File: src/rtl/bundle_arbiter_if.sv
// Handshake and lane bundle shared between two requesters, the arbiter and one consumer.
// The slave view belongs to the arbiter; the master view is the surrounding environment.
interface bundle_arbiter_if #(
  parameter int WIDTH = 3
);
  logic             in0_valid;
  logic             in0_ready;
  logic [WIDTH-1:0] in0_0;
  logic [WIDTH-1:0] in0_1;
  logic [WIDTH-1:0] in0_2;

  logic             in1_valid;
  logic             in1_ready;
  logic [WIDTH-1:0] in1_0;
  logic [WIDTH-1:0] in1_1;
  logic [WIDTH-1:0] in1_2;

  logic             out_valid;
  logic             out_ready;
  logic [WIDTH-1:0] out_0;
  logic [WIDTH-1:0] out_1;
  logic [WIDTH-1:0] out_2;

  logic             grant;
  logic             busy;
  logic [1:0]       dbg_state;

  modport slave (
    input  in0_valid, in0_0, in0_1, in0_2,
    input  in1_valid, in1_0, in1_1, in1_2,
    input  out_ready,
    output in0_ready, in1_ready,
    output out_valid, out_0, out_1, out_2,
    output grant, busy, dbg_state
  );

  modport master (
    output in0_valid, in0_0, in0_1, in0_2,
    output in1_valid, in1_0, in1_1, in1_2,
    output out_ready,
    input  in0_ready, in1_ready,
    input  out_valid, out_0, out_1, out_2,
    input  grant, busy, dbg_state
  );
endinterface

File: src/rtl/bundle_arbiter.sv
// Two-requester round-robin arbiter steering one of two 3-lane bundles onto a shared output.
// Grants last up to BURST beats; every release passes through one IDLE cycle.
module bundle_arbiter #(
  parameter int WIDTH = 3,
  parameter int BURST = 4
) (
  input  logic               clk,
  input  logic               rst,
  bundle_arbiter_if.slave    bus
);

  localparam int CW = (BURST > 2) ? $clog2(BURST) : 1;
  localparam logic [CW-1:0] LAST_BEAT = CW'(BURST - 1);

  typedef enum logic [1:0] {
    S_IDLE = 2'd0,
    S_OWN0 = 2'd1,
    S_OWN1 = 2'd2
  } state_t;

  state_t        r_state;
  state_t        w_next_state;
  logic          r_last;
  logic          w_next_last;
  logic [CW-1:0] r_cnt;
  logic [CW-1:0] w_next_cnt;

  logic          w_own_valid;
  logic          w_beat;

  // Valid/ready: a beat transfers on a cycle where the owner's valid and the
  // consumer's ready are both high; the owner keeps its lanes stable while
  // valid is high and ready is low. Nothing transfers in IDLE.
  always_ff @(posedge clk or negedge rst) begin
    if (!rst) begin
      r_state <= S_IDLE;
      r_last  <= 1'b1;
      r_cnt   <= '0;
    end else begin
      r_state <= w_next_state;
      r_last  <= w_next_last;
      r_cnt   <= w_next_cnt;
    end
  end

  always_comb begin
    w_own_valid = 1'b0;
    case (r_state)
      S_OWN0:  w_own_valid = bus.in0_valid;
      S_OWN1:  w_own_valid = bus.in1_valid;
      default: w_own_valid = 1'b0;
    endcase
  end

  assign w_beat = w_own_valid & bus.out_ready;

  always_comb begin
    w_next_state = r_state;
    w_next_last  = r_last;
    w_next_cnt   = r_cnt;
    case (r_state)
      S_IDLE: begin
        // With both requesting, the side that did not own last time wins.
        if (bus.in0_valid && (!bus.in1_valid || r_last)) begin
          w_next_state = S_OWN0;
          w_next_last  = 1'b0;
          w_next_cnt   = '0;
        end else if (bus.in1_valid) begin
          w_next_state = S_OWN1;
          w_next_last  = 1'b1;
          w_next_cnt   = '0;
        end
      end
      S_OWN0, S_OWN1: begin
        if (!w_own_valid) begin
          w_next_state = S_IDLE;
          w_next_cnt   = '0;
        end else if (w_beat) begin
          if (r_cnt == LAST_BEAT) begin
            w_next_state = S_IDLE;
            w_next_cnt   = '0;
          end else begin
            w_next_cnt = r_cnt + CW'(1);
          end
        end
      end
      default: begin
        w_next_state = S_IDLE;
        w_next_cnt   = '0;
      end
    endcase
  end

  always_comb begin
    bus.out_valid = 1'b0;
    bus.out_0     = '0;
    bus.out_1     = '0;
    bus.out_2     = '0;
    bus.in0_ready = 1'b0;
    bus.in1_ready = 1'b0;
    bus.grant     = r_last;
    case (r_state)
      S_OWN0: begin
        bus.out_valid = bus.in0_valid;
        bus.out_0     = bus.in0_0;
        bus.out_1     = bus.in0_1;
        bus.out_2     = bus.in0_2;
        bus.in0_ready = bus.out_ready;
        bus.grant     = 1'b0;
      end
      S_OWN1: begin
        bus.out_valid = bus.in1_valid;
        bus.out_0     = bus.in1_0;
        bus.out_1     = bus.in1_1;
        bus.out_2     = bus.in1_2;
        bus.in1_ready = bus.out_ready;
        bus.grant     = 1'b1;
      end
      default: ;
    endcase
  end

  assign bus.busy      = (r_state != S_IDLE);
  assign bus.dbg_state = r_state;

endmodule
File: src/flat_wrapper.sv
// flat-port wrapper written by rule: the top's interface ports become plain ports
module bundle_arbiter_flat 
#(
  parameter int WIDTH = 3,
  parameter int BURST = 4
)
  (clk, rst, bus_in0_valid, bus_in0_0, bus_in0_1, bus_in0_2, bus_in1_valid, bus_in1_0, bus_in1_1, bus_in1_2, bus_out_ready, bus_in0_ready, bus_in1_ready, bus_out_valid, bus_out_0, bus_out_1, bus_out_2, bus_grant, bus_busy, bus_dbg_state);
  bundle_arbiter_if #(.WIDTH(WIDTH)) bus_i ();
  input  logic clk;
  input  logic rst;
  input wire logic [$bits(bus_i.in0_valid)-1:0] bus_in0_valid;
  input wire logic [$bits(bus_i.in0_0)-1:0] bus_in0_0;
  input wire logic [$bits(bus_i.in0_1)-1:0] bus_in0_1;
  input wire logic [$bits(bus_i.in0_2)-1:0] bus_in0_2;
  input wire logic [$bits(bus_i.in1_valid)-1:0] bus_in1_valid;
  input wire logic [$bits(bus_i.in1_0)-1:0] bus_in1_0;
  input wire logic [$bits(bus_i.in1_1)-1:0] bus_in1_1;
  input wire logic [$bits(bus_i.in1_2)-1:0] bus_in1_2;
  input wire logic [$bits(bus_i.out_ready)-1:0] bus_out_ready;
  output wire logic [$bits(bus_i.in0_ready)-1:0] bus_in0_ready;
  output wire logic [$bits(bus_i.in1_ready)-1:0] bus_in1_ready;
  output wire logic [$bits(bus_i.out_valid)-1:0] bus_out_valid;
  output wire logic [$bits(bus_i.out_0)-1:0] bus_out_0;
  output wire logic [$bits(bus_i.out_1)-1:0] bus_out_1;
  output wire logic [$bits(bus_i.out_2)-1:0] bus_out_2;
  output wire logic [$bits(bus_i.grant)-1:0] bus_grant;
  output wire logic [$bits(bus_i.busy)-1:0] bus_busy;
  output wire logic [$bits(bus_i.dbg_state)-1:0] bus_dbg_state;
  assign bus_i.in0_valid = bus_in0_valid;
  assign bus_i.in0_0 = bus_in0_0;
  assign bus_i.in0_1 = bus_in0_1;
  assign bus_i.in0_2 = bus_in0_2;
  assign bus_i.in1_valid = bus_in1_valid;
  assign bus_i.in1_0 = bus_in1_0;
  assign bus_i.in1_1 = bus_in1_1;
  assign bus_i.in1_2 = bus_in1_2;
  assign bus_i.out_ready = bus_out_ready;
  assign bus_in0_ready = bus_i.in0_ready;
  assign bus_in1_ready = bus_i.in1_ready;
  assign bus_out_valid = bus_i.out_valid;
  assign bus_out_0 = bus_i.out_0;
  assign bus_out_1 = bus_i.out_1;
  assign bus_out_2 = bus_i.out_2;
  assign bus_grant = bus_i.grant;
  assign bus_busy = bus_i.busy;
  assign bus_dbg_state = bus_i.dbg_state;
  bundle_arbiter #(.WIDTH(WIDTH), .BURST(BURST)) u_core (.clk(clk), .rst(rst), .bus(bus_i));
endmodule
File: config.mk
export PLATFORM = sky130hd
export DESIGN_NAME = bundle_arbiter_flat
export DESIGN_NICKNAME = d
export VERILOG_FILES = /design/src/rtl/bundle_arbiter_if.sv /design/src/rtl/bundle_arbiter.sv /design/src/flat_wrapper.sv
export SDC_FILE = /design/constraint.sdc
export NUM_CORES = 1
export LEC_CHECK = 0
export CAP_MARGIN = 20
export CORE_AREA = 2 2 39 41
export CTS_CLUSTER_DIAMETER = 100
export DETAILED_ROUTE_END_ITERATION = 16
export DIE_AREA = 0 0 41 43
export DONT_BUFFER_PORTS = 1
export GPL_ROUTABILITY_DRIVEN = 0
export SLEW_MARGIN = 20
export SYNTH_ARGS = -nofsm -noshare
export SYNTH_HDL_FRONTEND = slang
export SYNTH_SLANG_ARGS = --single-unit
File: constraint.sdc
create_clock -name clk -period 1.9 [get_ports clk]
set_input_delay 0.19 -clock clk [delete_from_list [all_inputs] [get_ports clk]]
set_output_delay 0.19 -clock clk [all_outputs]
set_load 0.02 [all_outputs]
# After elaboration in Yosys (flattened, before gate mapping)
# Index checks and enable logic that the tools add are counted.
[word_totals]
ramBits = 0
n_memories = 0
wordCells = 42
ff_bits = 5
mem_bits_ro = 0
input_bits = 23
output_inout_bits = 16
latchBits = 0
[op_classes]
multipliers = 0
mux = 21
addsub = 1
n_div = 0
n_shift = 0
n_lt_le_gt_ge = 0
reduce_logical = 10
bitwise = 1
n_eq_ne = 6
[ops]
columns = ["operator", "count"]
rows = [
  ["$mux W2", 10],
  ["$pmux W3 S2", 3],
  ["$pmux W2 S2", 2],
  ["$ne A3 B3 Y1 const B", 2],
  ["$eq A2 B2 Y1 const B", 2],
  ["$mux W1", 4],
  ["$pmux W1 S2", 2],
  ["$reduce_and A2 Y1", 2],
  ["$reduce_bool A2 Y1", 2],
  ["$ne A3 B2 Y1 const B", 1],
  ["$reduce_and A3 Y1", 1],
  ["$add A2 B1 Y2 const B", 1],
  ["$eq A2 B1 Y1 const B", 1],
  ["$logic_not A2 Y1", 1],
  ["$reduce_or A2 Y1", 1],
  ["$and A1 B1 Y1", 1],
  ["$logic_and A1 B1 Y1", 1],
  ["$logic_not A1 Y1", 1],
  ["$logic_or A1 B1 Y1", 1],
]

# Depth between registers and ports, before layout
# Gate-level depths: netlist of run 1.
[logic_depth]
depth_word = 6
ltp_mapped = 5
ltp_nobuf = 5

# Least setup slack after synthesis of run 1
# OpenSTA, ideal clock, no wires.
[synth_path]
path_kind = "reg2out"
from = "register u_core.r_state[0] (netlist: u_core.bus.dbg_state[0])"
to = "output bus_out_0[0]"
required_time_ns = 1.710
arrival_ns = 1.507
path_slack_ns = 0.203
path_stages_with_launch = 5
n_path_buf = 1
cell_sequence = "dfrtp_1 -> inv_1 -> ha_1 -> clkbuf_1 -> nor2b_1"
[synth_between]
elab_chain_len = 2
[synth_rtl]
columns = ["element", "line_no", "rtl"]
rows = [
  ["start, declared", "bundle_arbiter.sv:21", "state_t r_state;"],
  ["start signal, assigned", "bundle_arbiter.sv:40", "r_state <= w_next_state;"],
  ["$eq A2 B2 Y1 or $eq A2 B1 Y1 (tied branches)", "bundle_arbiter.sv:102", "case (r_state)"],
  ["$pmux W3 S2 (*)", "bundle_arbiter.sv:102", ""],
  ["end, declared", "flat_wrapper.sv:23", "output wire logic [$bits(bus_i.out_0)-1:0] bus_out_0;"],
]
# Mark *: on every way between the ends. The rest lies on a longest branch, timed or not.

# Worst setup path after layout of run 1
[layout_path]
from = "register u_core.r_state[1] (netlist: u_core.bus.dbg_state[1])"
to = "output bus_out_1[1]"
[layout_between]
elab_chain_len = 2
[layout_rtl]
columns = ["element", "line_no", "rtl"]
rows = [
  ["$eq A2 B2 Y1 or $eq A2 B1 Y1 (tied branches)", "bundle_arbiter.sv:102", ""],
  ["$pmux W3 S2 (*)", "bundle_arbiter.sv:102", ""],
  ["end, declared", "flat_wrapper.sv:24", "output wire logic [$bits(bus_i.out_1)-1:0] bus_out_1;"],
]
# Marked as above.

==> results of run 1 <==
worst max-delay path: stages, from the launching register on:
cell and delay, ns:
dfrtp_2 0.45, inv_1 0.11, ha_1 0.21, buf_4 0.17, a22oi_1 0.17, nor2b_1 0.06
buf_4 0.15
cells in the final DEF, fill, tap and decap left out, types with 2 or more instances in the layout:
| cell | synthesis | final |
|---|---|---|
| clkbuf_4 | 0 | 3 |
| a21oi_1 | 2 | 2 |
| nor2b_1 | 9 | 9 |
| buf_4 | 0 | 12 |
| a31oi_1 | 2 | 2 |
| inv_1 | 7 | 7 |
| o22ai_1 | 2 | 2 |
| dfrtp_1 | 4 | 3 |
| ha_1 | 4 | 3 |
| nand2_1 | 2 | 2 |
| a22oi_1 | 9 | 8 |
| and2_1 | 2 | 2 |
routing by layer:
layer | vias up | share of wire
met5 | - | 0
met4 | 0 | 0
met3 | 0 | 0.10
met2 | 29 | 0.47
met1 | 228 | 0.43
li1 | 235 | -
layout make-up:
class,instances,area [µm²]
multi-input combinational,42,351.6
inverter,7,26.28
fill,146,732.0
clock buffer,4,26.28
tap,16,20.02
timing repair buffer,13,100.1
sequential,5,127.6
repair_timing:
action / in CTS / in global routing
setup buffers: 0 / 0
cloned: 0 / 0
resized for setup: 2 / 2
endpoints found under the setup margin: 11 / 1
hold endpoints to repair: 5 / 0
hold buffers: 1 / 0
state kept, by name (all words and copies together), names as in the netlist:
name and flops:
u_core.bus.dbg_state 2, u_core.r_cnt 2, u_core.r_last 1
power groups by stage:
| stage | Sequential, mW | Clock (mW) | Combinational (mW) |
|---|---|---|---|
| floorplan | 0.194 | 0 | 0.558 |
| global placement | 0.195 | 0 | 0.736 |
| detailed placement | 0.195 | 0 | 0.748 |
| CTS | 0.196 | 0.136 | 0.763 |
| global route | 0.202 | 0.139 | 0.882 |
| finish | 0.197 | 0.132 | 0.796 |
metrics by stage:
step                      setup slack (ns)  std cells  area (µm²)  hold WS, ns    util
after detailed placement            0.1413         82       596.8      -0.1054  0.4313
after CTS                          0.02651         87       636.9     0.001139  0.4602
after floorplan                     0.2034         57       498.0      -0.1056       -
after global routing              0.001004         87       651.9     0.004463  0.4711
final                               0.1331         87       651.9     0.009235  0.4711
after global placement              0.1881         82       596.8      -0.1055  0.4313
kinds of logic after synthesis:
kind of cell / Yosys count / share of synthesized area
buffers and inverters: 10 / 0.07538
multiplexers: 3 / 0.07285
flip-flops: 5 / 0.2538
AND/OR/NAND/NOR: 18 / 0.2312
adder cells (fa/ha/maj): 4 / 0.1005
AO/OA/AOI/OAI: 17 / 0.2663
how the worst min path moves through the flow:
| stage | startpoint | to | slack, ns | depth (start not counted) |
|---|---|---|---|---|
| 6_report | bus_in0_valid | u_core.r_last | 0.009 | 1 |
| 5_1_grt | bus_in0_valid | u_core.r_last | 0.004 | 1 |
| 4_1_cts | bus_in0_valid | u_core.r_last | 0.001 | 1 |
| 3_5_place_dp | rst | u_core.r_cnt[0] | -0.11 | 0 |
| 3_3_place_gp | rst | u_core.r_cnt[0] | -0.11 | 0 |
| 2_1_floorplan | rst | u_core.bus.dbg_state[0] | -0.11 | 0 |
==> summary.txt, run 1 <==
Run status
  – Outcome: finished clean

Power
  – VDD IR max: 0.6427 mV
  – Switch Pwr: 528.1 µW
  – Lkg Pwr: 0.2875 nW
  – Pint: 597.0 µW
  – Flop pwr share: 0.176
  – Power per standard cell area: 1726 mW/mm²
  – Clk network pwr share: 0.117
  – Switching share of power: 0.4694
  – Comb pwr share: 0.707
  – Post-layout total power: 1.125 mW

GRT
  – Pin count of the biggest net entering global routing: 14
  – Global route hottest layer: met2
  – Gr usage total: 0.1506
  – Met1 Track Usage GR: 0.1961
  – GRT Residual Overflow: 0
  – Initial antenna violation count: 0
  – Vias in the first global route: 466
  – GRT met3 Usage: 0.02094
  – Met2 GRT Util: 0.2375
  – Global-route wire length before repair: 1863 µm

Yosys
  – Mapped Nets: 84
  – Synthesized area: 498.0 µm²
  – Number of synthesized flops with an enable pin: 0
  – Yosys reg bits: 5
  – Top FF cell, synth: dfrtp_1
  – Area leader, netlist: dfrtp_1
  – Asr flop ratio synth: 1.000
  – Distinct cells, synth: 22
  – Syn Inst Count: 57
  – Sequential fraction of the synthesis area: 0.2538
  – Top-area cell type share of the netlist area: 0.2010
  – Largest cells by area after synthesis: dfrtp_1, a22oi_1, nor2b_1
  – Synthesized area per cell: 8.736 µm²
  – Warnings from Yosys: 0
  – Post-synth top cells: a22oi_1, nor2b_1, inv_1, dfrtp_1, ha_1

Timing
  – Worst Tran Pin Value: 0.3401 ns
  – Final setup viols: 0
  – Final hold vios: 0
  – Fraction of the cycle the final worst path needs: 0.9299
  – Fmax: 566.0 MHz
  – Setup Skew: 0.006258 ns
  – Final Critical Period: 1.767 ns
  – Worst relative slew slack: 0.7723
  – RSZ-0062 raised after global routing: true
  – Setup TNS: 0 ns
  – Count of pins over their slew limit: 0

Drt
  – Pre-antenna DRT Iters: 4
  – Vias per cell: 5.655
  – Via count: 492
  – DR iter-0 viols: 10
  – DRC viols: 0
  – WL final: 1184 µm
  – Antenna-violating nets left: 0
  – Routed len/inst: 13.61 µm

Floorplan
  – Chip Width: 41 µm
  – I/O pin count: 39
  – Die height: 43 µm
  – Core area: 0.001384 mm²
  – Initial Utilization: 0.3599
  – # rows: 14
  – Die area: 0.001763 mm²

Critical path
  – Reg-to-reg startpoint: u_core.bus.dbg_state[1]
  – Worst setup path endpoint: bus_out_1[1]
  – Worst endpoint required time: 1.71 ns
  – CP Class: flop to output port
  – CP Launch Point: u_core.bus.dbg_state[1]
  – Critical Path AT: 1.58 ns
  – Reg2reg path depth: 5
  – Reg2reg end: u_core.bus.dbg_state[1]
  – Critical Path Sink Type: output port
  – Critical Path Fanout Max: 10
  – CP Launch Type: flop
  – R2R Setup Slk: 0.22 ns

Clock tree
  – Clk buf depth: 2
  – Clock root buffer: clkbuf_4
  – H-Tree Level Count: 1
  – CTS Buf Count: 3
  – CTS clock-pin slew for the worst setup and hold paths: 0.05 ns
  – Clock Latency Late Sink: 0.25 ns
  – TritonCTS clock tree: built
  – Clock sink total: 5

Placement
  – IO Port Bufs: 0
  – Post-DP HPWL: 906.8 µm

Finish
  – ANT cells: 0
  – Share of cells above drive strength 1: 0.3239
  – Final Net Count: 99
  – Area growth syn-to-layout: 30.90%

Min path
  – Hold/Removal Path Class: input pin to flop

Run
  – Max Cap Violations: 0
Note: power is estimated with default switching activity, not from simulation.
==> inputs of run 2 (changes only) <==
--- a/config.mk
+++ b/config.mk
@@ -7,6 +7,7 @@
 export LEC_CHECK = 0
 export CAP_MARGIN = 20
 export CORE_AREA = 2 2 39 41
+export CTS_BUF_LIST = sky130_fd_sc_hd__clkbuf_8
 export CTS_CLUSTER_DIAMETER = 100
 export DETAILED_ROUTE_END_ITERATION = 16
 export DIE_AREA = 0 0 41 43
==> run 2 against run 1 <==
Clock-buffer cell count fell by 1. Combinational power fell by 1%. Sequential power barely moved. Maximum frequency rose by 2.5%. First-iteration DRC count rose by 20%. Via count fell by 1.0%. Critical path depth did not move. Largest power group unchanged.
==> summary.txt, run 2 (synthesis results as in run 1) <==
Critical path
  – Worst path depth: 6
  – Reg2reg path depth: 5
  – Worst setup path endpoint: bus_out_0[2]
  – CP Launch Type: flop
  – Delay of the slowest cell on the worst path: 0.44 ns
  – Critical Path AT: 1.53 ns
  – Worst endpoint required time: 1.71 ns
  – Crit-path cells: inv_1, ha_1, buf_4, a22oi_1, nor2b_1, buf_4
  – Buf+Inv Stages, Crit Path: 3
  – Reg-to-reg startpoint: u_core.bus.dbg_state[1]
  – CP Class: flop to output port
  – Most frequent CP cell: buf_4
  – Critical Path Sink Type: output port
  – CP max stage cell: dfrtp_2
  – CP Launch Point: u_core.bus.dbg_state[1]
  – Reg2reg end: u_core.bus.dbg_state[1]
  – R2R Setup Slk: 0.24 ns
  – CP top delay family: buffers and inverters
  – Critical Path Fanout Max: 10

Clock tree
  – Clock root buffer: clkbuf_8
  – Clk buf depth: 2
  – CTS Buf Count: 3
  – Clock sink total: 5
  – CTS clock-pin slew for the worst setup and hold paths: 0.04 ns
  – # Post-CTS Setup Buffers: 0
  – TritonCTS clock tree: built
  – Clock Latency Late Sink: 0.22 ns
  – H-Tree Level Count: 1

GRT
  – Pin count of the biggest net entering global routing: 14
  – GRT Residual Overflow: 0
  – Vias in the first global route: 468
  – Global-route wire length before repair: 1897 µm
  – Initial antenna violation count: 0
  – Gr usage total: 0.1606

Timing
  – Fmax: 580.0 MHz
  – Final setup viols: 0
  – Worst relative slew slack: 0.7717
  – Worst Tran Pin Value: 0.3410 ns
  – Setup Skew: 0.003017 ns
  – Final Critical Period: 1.724 ns
  – Fraction of the cycle the final worst path needs: 0.9074
  – Final hold vios: 0
  – Setup TNS: 0 ns
  – Worst setup margin: 0.1759 ns
  – Worst hold slack: 0.03398 ns
  – RSZ-0062 raised after global routing: false
  – Count of pins over their slew limit: 0

Placement
  – IO Port Bufs: 0
  – Post-DP HPWL: 906.8 µm
  – Worst slack, placed: 0.1413 ns
  – Dpl cells: 82

Power
  – Lkg Pwr: 0.2991 nW
  – Switch Pwr: 526.3 µW
  – VDD IR max: 0.5952 mV
  – Clk network pwr share: 0.166
  – Flop pwr share: 0.166
  – Pint: 652.8 µW
  – Power per standard cell area: 1771 mW/mm²
  – Comb pwr share: 0.668
  – Switching share of power: 0.4464

Finish
  – Footprint of the multi-input gates: 346.6 µm²
  – Area growth syn-to-layout: 33.67%
  – Fillcell total: 145
  – Share of cells above drive strength 1: 0.3099
  – Reg area: 127.6 µm²
  – Final instance count without filler cells: 87
  – Final Net Count: 99
  – Most frequent cells in the layout: buf_4, a22oi_1, nor2b_1
  – ANT cells: 0
  – Most common cell after layout, fill and taps aside: buf_4

Drt
  – DRC viols: 0
  – DR iter-0 viols: 12
  – Via count: 487
  – Vias per cell: 5.598
  – Pre-antenna DRT Iters: 2
  – Routed len/inst: 13.36 µm
  – WL final: 1162 µm
  – Antenna-violating nets left: 0

Floorplan
  – Die area: 0.001763 mm²
  – Initial Utilization: 0.3599
  – Die height: 43 µm
  – I/O pin count: 39
  – # rows: 14
  – Chip Width: 41 µm
  – Core area: 0.001384 mm²

Run
  – Max Cap Violations: 0

Min path
  – Hold/Removal Path Class: input pin to flop

Run status
  – Outcome: finished clean
-- run 2: changes by cell type in the layout (fill, tap and decap cells not counted), sizes merged --
cell	delta
clkbuf	-1
inv	+1
-- run 2: repair_timing --
item	in CTS	in global routing
endpoints found under the setup margin	3	1
endpoints found under the hold margin	5	0
hold buffers	1	0
gates resized for setup	2	1
-- run 2: metrics by stage --
stage	utilization	instance area, µm²	power, mW
3_5_place_dp	0.4313	596.8	0.9423
6_report	0.4810	665.6	1.179
2_1_floorplan	-	498.0	0.7518
5_1_grt	0.4810	665.6	1.288
4_1_cts	0.4738	655.6	1.161
3_3_place_gp	0.4313	596.8	0.9307
-- run 2: power groups by stage --
stage | Combinational [mW] | Sequential (mW) | Clock [mW]
global placement | 0.736 | 0.195 | 0
floorplan | 0.558 | 0.194 | 0
detailed placement | 0.748 | 0.195 | 0
CTS | 0.763 | 0.196 | 0.202
global route | 0.878 | 0.202 | 0.208
finish | 0.788 | 0.196 | 0.195
-- run 2: area by class of cell --
class | count | area share
multi-input cells | 42 | 0.5207
flip-flops and latches | 5 | 0.1917
repair buffers | 13 | 0.1504
clock buffers | 3 | 0.06203
inverters | 7 | 0.03947
well taps | 16 | 0.03008
clock inverters | 1 | 0.005639
-- run 2: worst min-delay path by stage --
stage,cells past startpoint,start,slack [ns],to
3_3_place_gp,0,rst,-0.11,u_core.r_cnt[0]
3_5_place_dp,0,rst,-0.11,u_core.r_cnt[0]
4_1_cts,1,bus_in0_valid,0.03,u_core.r_last
5_1_grt,1,bus_in0_valid,0.03,u_core.r_last
6_report,1,bus_in0_valid,0.03,u_core.r_last
2_1_floorplan,0,rst,-0.11,u_core.bus.dbg_state[0]
-- run 2: per-layer routing --
layer | part of all wire | GRT usage | wire, µm
met5 | 0 | 0 | 0
met3 | 0.12 | 0.03665 | 142
met4 | 0.014 | 0.1000 | 16
met2 | 0.46 | 0.2375 | 536
met1 | 0.40 | 0.1994 | 467
==> inputs of run 3 (changes only) <==
--- a/config.mk
+++ b/config.mk
@@ -13,6 +13,7 @@
 export DIE_AREA = 0 0 41 43
 export DONT_BUFFER_PORTS = 1
 export GPL_ROUTABILITY_DRIVEN = 0
+export HOLD_SLACK_MARGIN = 0.06
 export SLEW_MARGIN = 20
 export SYNTH_ARGS = -nofsm -noshare
 export SYNTH_HDL_FRONTEND = slang
==> run 3 against run 2 <==
Register-to-register slack is essentially flat. Non-clock buffer count grew 1. First-iteration DRC count grew 8.3%. Critical endpoint is now bus_grant. Highest routed layer unchanged.
==> summary.txt, run 3 (synthesis results as in run 1) <==
Critical path
  – Delay of the slowest cell on the worst path: 0.44 ns
  – Buf+Inv Stages, Crit Path: 1
  – CP Class: flop to output port
  – Reg2reg end: u_core.bus.dbg_state[1]
  – R2R Setup Slk: 0.24 ns
  – Reg-to-reg startpoint: u_core.bus.dbg_state[1]
  – Critical Path Sink Type: output port
  – Reg2reg path depth: 5
  – CP max stage cell: dfrtp_2
  – Worst path depth: 3
  – Worst setup path endpoint: bus_grant
  – Crit-path cells: inv_1, ha_4, mux2_2
  – CP top delay family: flip-flops
  – Worst endpoint required time: 1.71 ns
  – Critical Path Fanout Max: 13
  – CP Launch Point: u_core.bus.dbg_state[1]
  – Critical Path AT: 1.54 ns
  – CP Launch Type: flop

Placement
  – IO Port Bufs: 0
  – Dpl cells: 82
  – Post-DP HPWL: 906.8 µm

Finish
  – ANT cells: 0
  – Final instance count without filler cells: 88
  – Most frequent cells in the layout: buf_4, a22oi_1, nor2b_1
  – Most common cell after layout, fill and taps aside: buf_4
  – Area growth syn-to-layout: 35.68%
  – Final Net Count: 100
  – Share of cells above drive strength 1: 0.3056

GRT
  – Gr usage total: 0.1616
  – Global-route wire length before repair: 1911 µm
  – Pin count of the biggest net entering global routing: 14
  – GRT Residual Overflow: 0
  – Vias in the first global route: 466
  – Initial antenna violation count: 0

Drt
  – Antenna-violating nets left: 0
  – Vias per cell: 5.534
  – DR iter-0 viols: 13
  – WL final: 1183 µm
  – DRC viols: 0
  – Pre-antenna DRT Iters: 4
  – Routed len/inst: 13.44 µm
  – Via count: 487

Clock tree
  – H-Tree Level Count: 1
  – CTS clock-pin slew for the worst setup and hold paths: 0.04 ns
  – Clk buf depth: 2
  – Clock root buffer: clkbuf_8
  – TritonCTS clock tree: built
  – # Post-CTS Setup Buffers: 0
  – CTS Buf Count: 3
  – Clock sink total: 5
  – Clock Latency Late Sink: 0.22 ns

Floorplan
  – Die height: 43 µm
  – I/O pin count: 39
  – Initial Utilization: 0.3599
  – # rows: 14
  – Die area: 0.001763 mm²
  – Chip Width: 41 µm
  – Core area: 0.001384 mm²

Timing
  – Fmax: 577.5 MHz
  – Setup TNS: 0 ns
  – Fraction of the cycle the final worst path needs: 0.9114
  – Setup Skew: 0.003801 ns
  – RSZ-0062 raised after global routing: false
  – Worst Tran Pin Value: 0.3400 ns
  – Final hold vios: 0
  – Final Critical Period: 1.732 ns
  – Final setup viols: 0
  – Worst relative slew slack: 0.7723
  – Count of pins over their slew limit: 0

Power
  – Post-layout total power: 1.185 mW
  – VDD IR max: 0.6612 mV
  – Lkg Pwr: 0.3032 nW
  – Power per standard cell area: 1754 mW/mm²

Run
  – Max Cap Violations: 0

Run status
  – Outcome: finished clean

Min path
  – Hold/Removal Path Class: input pin to flop
==> run 3: worst min path at each step <==
stage                  start                       to  slack [ns]  cells after the start
2_1_floorplan            rst  u_core.bus.dbg_state[0]       -0.11                      0
3_3_place_gp             rst          u_core.r_cnt[0]       -0.11                      0
5_1_grt        bus_in0_valid  u_core.bus.dbg_state[0]        0.13                      2
6_report       bus_in0_valid  u_core.bus.dbg_state[0]        0.12                      2
4_1_cts        bus_in0_valid  u_core.bus.dbg_state[0]        0.12                      2
3_5_place_dp             rst          u_core.r_cnt[0]       -0.11                      0
==> run 3: per-layer routing <==
metal  vias up  track usage  wire [µm]
li1        235            -          -
met1       220       0.2026        495
met2        30       0.2375        542
met3         2      0.03665        127
met4         0       0.1000         17
met5         -            0          0
==> run 3: cell type report <==
| type | count | area, µm² |
|---|---|---|
| multi-input cells | 42 | 346.6 |
| flip-flops and latches | 5 | 127.6 |
| clock inverters | 1 | 3.754 |
| fillers | 144 | 708.2 |
| clock buffers | 3 | 41.29 |
| well taps | 16 | 20.02 |
| repair buffers | 14 | 110.1 |
| inverters | 7 | 26.28 |
==> run 3: worst reg2reg max path, cell delays in order (launching register included) <==
cell and delay (ns):
dfrtp_2 0.44, inv_1 0.11, ha_1 0.21, a22o_1 0.26, a31oi_4 0.21, mux2_4 0.31
==> run 3: through the flow <==
| stage | cell area [µm²] | worst slack, ns | hold WS (ns) | util |
|---|---|---|---|---|
| floorplan | 498.0 | 0.2034 | -0.1056 | - |
| global placement | 596.8 | 0.1881 | -0.1055 | 0.4313 |
| detailed placement | 596.8 | 0.1413 | -0.1054 | 0.4313 |
| CTS | 665.6 | 0.06014 | 0.1222 | 0.4810 |
| global route | 675.6 | 0.02226 | 0.1274 | 0.4882 |
| finish | 675.6 | 0.1683 | 0.1213 | 0.4882 |
==> run 3: power breakdown <==
group	internal (mW)	switching (mW)
combinational	0.366	0.428
sequential	0.151	0.0448
clock	0.139	0.0576
total	0.655	0.530
==> run 3: repair_timing <==
action | in CTS | in global routing
setup endpoints to repair | 3 | 1
hold endpoints to repair | 6 | 0
hold buffers | 2 | 0
resized for setup | 2 | 1
pin swaps | 0 | 0
